--- src/rtl/rv_wb_arbiter.sv ---
`default_nettype none
// ============================================================================
// rv_wb_arbiter : round-robin writeback arbiter for the register-file write
//                 port, with X0 filtering and a pending-write scoreboard.
// Revision      : 1.0
// ============================================================================
module rv_wb_arbiter #(
  parameter int DW = 64,
  parameter int AW = 5
) (
  input  logic                 clk,
  input  logic                 rst,
  input  logic                 a_valid,
  input  logic [AW-1:0]        a_rd,
  input  logic [DW-1:0]        a_data,
  output logic                 a_ready,
  input  logic                 b_valid,
  input  logic [AW-1:0]        b_rd,
  input  logic [DW-1:0]        b_data,
  output logic                 b_ready,
  input  logic                 iss_valid,
  input  logic [AW-1:0]        iss_rd,
  input  logic                 flush,
  output logic                 rf_write,
  output logic [AW-1:0]        rf_writeR,
  output logic [DW-1:0]        rf_write_data,
  output logic [(2**AW)-1:0]   busy
);

  localparam int NREG = 2**AW;

  typedef enum logic {
    PRI_A = 1'b0,
    PRI_B = 1'b1
  } pri_t;

  pri_t            pri_q;
  logic            a_req;
  logic            b_req;
  logic            grant_a;
  logic            grant_b;
  logic [NREG-1:0] busy_next;

  // Requests to X0 never compete: they are accepted and dropped on the spot.
  always_comb begin
    a_req   = a_valid && (a_rd != '0);
    b_req   = b_valid && (b_rd != '0);
    grant_a = a_req && (!b_req || (pri_q == PRI_A));
    grant_b = b_req && (!a_req || (pri_q == PRI_B));
    a_ready = a_valid && ((a_rd == '0) || grant_a);
    b_ready = b_valid && ((b_rd == '0) || grant_b);
  end

  // Clear on write completion, flush overrides clear, a new issue overrides both.
  always_comb begin
    busy_next = busy;
    if (rf_write) begin
      busy_next[rf_writeR] = 1'b0;
    end
    if (flush) begin
      busy_next = '0;
    end
    if (iss_valid) begin
      busy_next[iss_rd] = 1'b1;
    end
    busy_next[0] = 1'b0;
  end

  always_ff @(posedge clk or negedge rst) begin
    if (!rst) begin
      pri_q         <= PRI_A;
      rf_write      <= 1'b0;
      rf_writeR     <= '0;
      rf_write_data <= '0;
      busy          <= '0;
    end else begin
      busy <= busy_next;
      if (grant_a) begin
        rf_write      <= 1'b1;
        rf_writeR     <= a_rd;
        rf_write_data <= a_data;
        pri_q         <= PRI_B;
      end else if (grant_b) begin
        rf_write      <= 1'b1;
        rf_writeR     <= b_rd;
        rf_write_data <= b_data;
        pri_q         <= PRI_A;
      end else begin
        rf_write      <= 1'b0;
      end
    end
  end

endmodule
`default_nettype wire

--- config.mk ---
export PLATFORM = sky130hd
export DESIGN_NAME = rv_wb_arbiter
export DESIGN_NICKNAME = d
export VERILOG_FILES = /design/src/rtl/rv_wb_arbiter.sv
export SDC_FILE = /design/constraint.sdc
export NUM_CORES = 1
export LEC_CHECK = 0
export CELL_PAD_IN_SITES_DETAIL_PLACEMENT = 1
export CELL_PAD_IN_SITES_GLOBAL_PLACEMENT = 2
export CORE_MARGIN = 5
export CORE_UTILIZATION = 21
export DETAILED_ROUTE_END_ITERATION = 12
export PLACE_DENSITY = 0.88
export SETUP_SLACK_MARGIN = 0.3
export SLEW_MARGIN = 5
export SYNTH_ARGS = -nofsm -noshare
export SYNTH_HDL_FRONTEND = slang
export SYNTH_SLANG_ARGS = --single-unit
--- constraint.sdc ---
create_clock -name clk -period 2.9 [get_ports clk]
set_input_delay 0.87 -clock clk [delete_from_list [all_inputs] [get_ports clk]]
set_output_delay 0.87 -clock clk [all_outputs]
set_load 0.05 [all_outputs]
==> out/results.ini <==
[worst_setup_path]
crit_path_start_kind = input pin
crit_path_max_fanout = 2
critical-path-top-delay-family = simple AND/OR/NAND/NOR gates
cp.depth = 6
cp_slowest_stage_delay_ns = 0.55
crit_path_cell_trace = buf_6 -> or4_4 -> o21ai_4 -> nor2_4 -> a21boi_4 -> buf_12
crit_required_ns = 2.03
critPathKind = in -> out
crit_buf_inv = 2
reg2regPathDepth = 5
cp-end-kind = output port
arrival_ns = 2.09
cp_slowest_cell = or4_4

[cts]
clk_latency_ns = 0.35
cts_root_buffer = clkbuf_16
cts_buffers = 9
clock_sinks = 102
clkTransAtPathRegs_ns = 0.07
tritoncts = yes
cts.path.max_buffers = 2
cts_max_level = 3

[yosys]
ys_ff_latch = 102
ys_top_cells_by_area = dfrtp_1 (54%), a221o_1 (15%), and3_1 (9.3%)
synthCells = 413
yosys.area.top_type = dfrtp_1
syn-num-nets = 562
syn_area_per_cell_um2 = 11.4
yosysWarnings = 0
yosysSeqAreaShare = 0.542
synth_cell_types = 28
synthesis.area_um2 = 4710
synth_top_area_share = 0.542

[power_and_ir_drop]
combPwrFrac = 0.340
pwr-share-seq = 0.373
powerDensity_nw_per_um2 = 557
max-vdd-ir-drop_uv = 227
p_leak_nw = 3.42
netSwitchingFraction = 0.350
p_switching_mw = 1.57
finalPower_mw = 4.48
internal-power_mw = 2.91
p_clk_frac = 0.287

[placed_design]
placed_area_um2 = 7670
place_ws_ns = -0.534
portBuffers = 251
place_congestion = 0.790
place.detailed.hpwl_mm = 14.6
dp_cells = 930

[cells_and_area]
multi_input_area_um2 = 2010
final_nets = 815
area_delta_synth_final_pct = 70.7
final_cell_area_um2 = 8040
drive_above_1_share = 0.0999
nFillCells = 2416
final_common_cell = clkdlybuf4s50_1
final_util = 0.366
instances_no_fill = 953
seq_area_um2 = 2550
layout_common_cells = clkdlybuf4s50_1 (235), dfrtp_1 (102), and3_1 (70), a221o_1 (69), o21ai_0 (47)

[timing]
fin_crit_ns = 2.96
hold_viol_final = 0
worst_pin_slew_ns = 0.592
relSlewSlack = 0.604
rsz0062_at_grt = yes
finalWorstSetupSlack_ns = -0.0606
final.setup_skew_ns = 0.00873
fin_crit_sh = 1.02
max_freq_ghz = 0.338
final_max_slew_viol_count = 0
setup_violations = 2

[floorplan]
die_area_um2 = 25500
die_h_um = 160
rows = 54
ios = 253
core_um2 = 22000
start_util = 0.215
dieWidth_um = 160

[drt]
wl_mm = 19.5
post_drt_wl_per_cell_um = 20.5
drc_errors = 0
ant_nets = 0
drt_iter0_markers = 196
num_vias = 4560
dr.pass1.iters = 4
via_per_inst = 4.78

[status]
violations = negative setup slack
outcome = finished, violations left

[grt]
grt_pass1_wl_mm = 29.9
grt_pass1_vias = 4988
antenna_found_initial = 2
grt_usage = 0.149
grt.overflow.total = 0
grt_max_degree = 71

[min_path]
min_path_type = in -> async

[flow_run]
maxCapViolCount = 0

per-stage QoR:
step	TNS [ns]	hold WS, ns
finish	-0.0969	0.392
global route	-0.160	0.378
CTS	-0.157	0.374
detailed placement	-12.85	0.499
global placement	-12.69	0.494
floorplan	-0.00443	0.574
per-layer routing:
layer	part of all wire	track usage	vias up	routed length, µm
met5	0.00036	0	-	7
met4	0.013	0.0489	2	260
met3	0.089	0.0490	16	1730
met2	0.48	0.247	194	9350
met1	0.42	0.183	2247	8160
li1	-	-	2101	-
worst reg2reg max path: stages, from the launching register on:
cell	delay (ns)
dfrtp_1	0.51
o311ai_4	0.16
buf_4	0.16
buf_6	0.24
and3_1	0.27
a221o_1	0.28
worst paths after layout:
kind	start	endpoint	slack [ns]
max in group asynchronous	rst	rf_write_data[43]$_DFFE_PN0P_	1.87
min in group clk	rf_write_data[9]$_DFFE_PN0P_	rf_write_data[9]$_DFFE_PN0P_	0.51
hold / removal	rst	busy[6]$_DFF_PN0_	0.39
setup / recovery	a_rd[3]	b_ready	-0.06
setup reg to reg	pri_q$_DFFE_PN0P_	rf_writeR[1]$_DFFE_PN0P_	1.16
hold reg to reg	rf_write_data[9]$_DFFE_PN0P_	rf_write_data[9]$_DFFE_PN0P_	0.51
what timing repair did:
item,CTS,global route
pin swaps,6,5
endpoints found under the setup margin,75,56
resized for setup,38,7
buffers inserted,4,1
hold buffers,0,0
cell type report:
cell class              instances  area share
diodes                          2    0.000622
clock buffers                  12      0.0319
clock inverters                 4     0.00653
inverters                       1    0.000467
multi-input cells             275       0.250
flip-flops and latches        102       0.317
well taps                     280      0.0436
repair buffers                277       0.350
cells in the mapped netlist, drive strengths merged:
library cell / instances
or3: 3
or3b: 4
nor2: 3
a21oi: 1
o21ai: 48
inv: 1
buf: 21
or4: 1
a221o: 69
nand3b: 25
a21boi: 1
o311ai: 1
nand3: 4
o211a: 1
nor3b: 4
conb: 1
nand2: 16
nor2b: 16
dfrtp: 102
nor3: 1
and3: 70
o21a: 4
and3b: 2
clkbuf: 14
registers in the layout (all words and copies together), names as in the netlist:
signal	count
rf_writeR	5
pri_q	1
rf_write_data	64
busy	31
rf_write	1
power groups by stage:
stage	clock network (mW)	logic, mW	registers (mW)
floorplan	0	0.351	2.17
global placement	0	1.52	1.69
detailed placement	0	1.53	1.69
CTS	1.34	1.53	1.67
global route	1.41	1.60	1.69
finish	1.29	1.52	1.67
logic make-up after synthesis:
family | count (synthesis) | synth area share
compound gates | 125 | 0.213
other cells | 1 | 0.000796
simple gates | 149 | 0.199
buf+inv | 36 | 0.0454
flops | 102 | 0.542
Power figures use the tool's default switching activity.
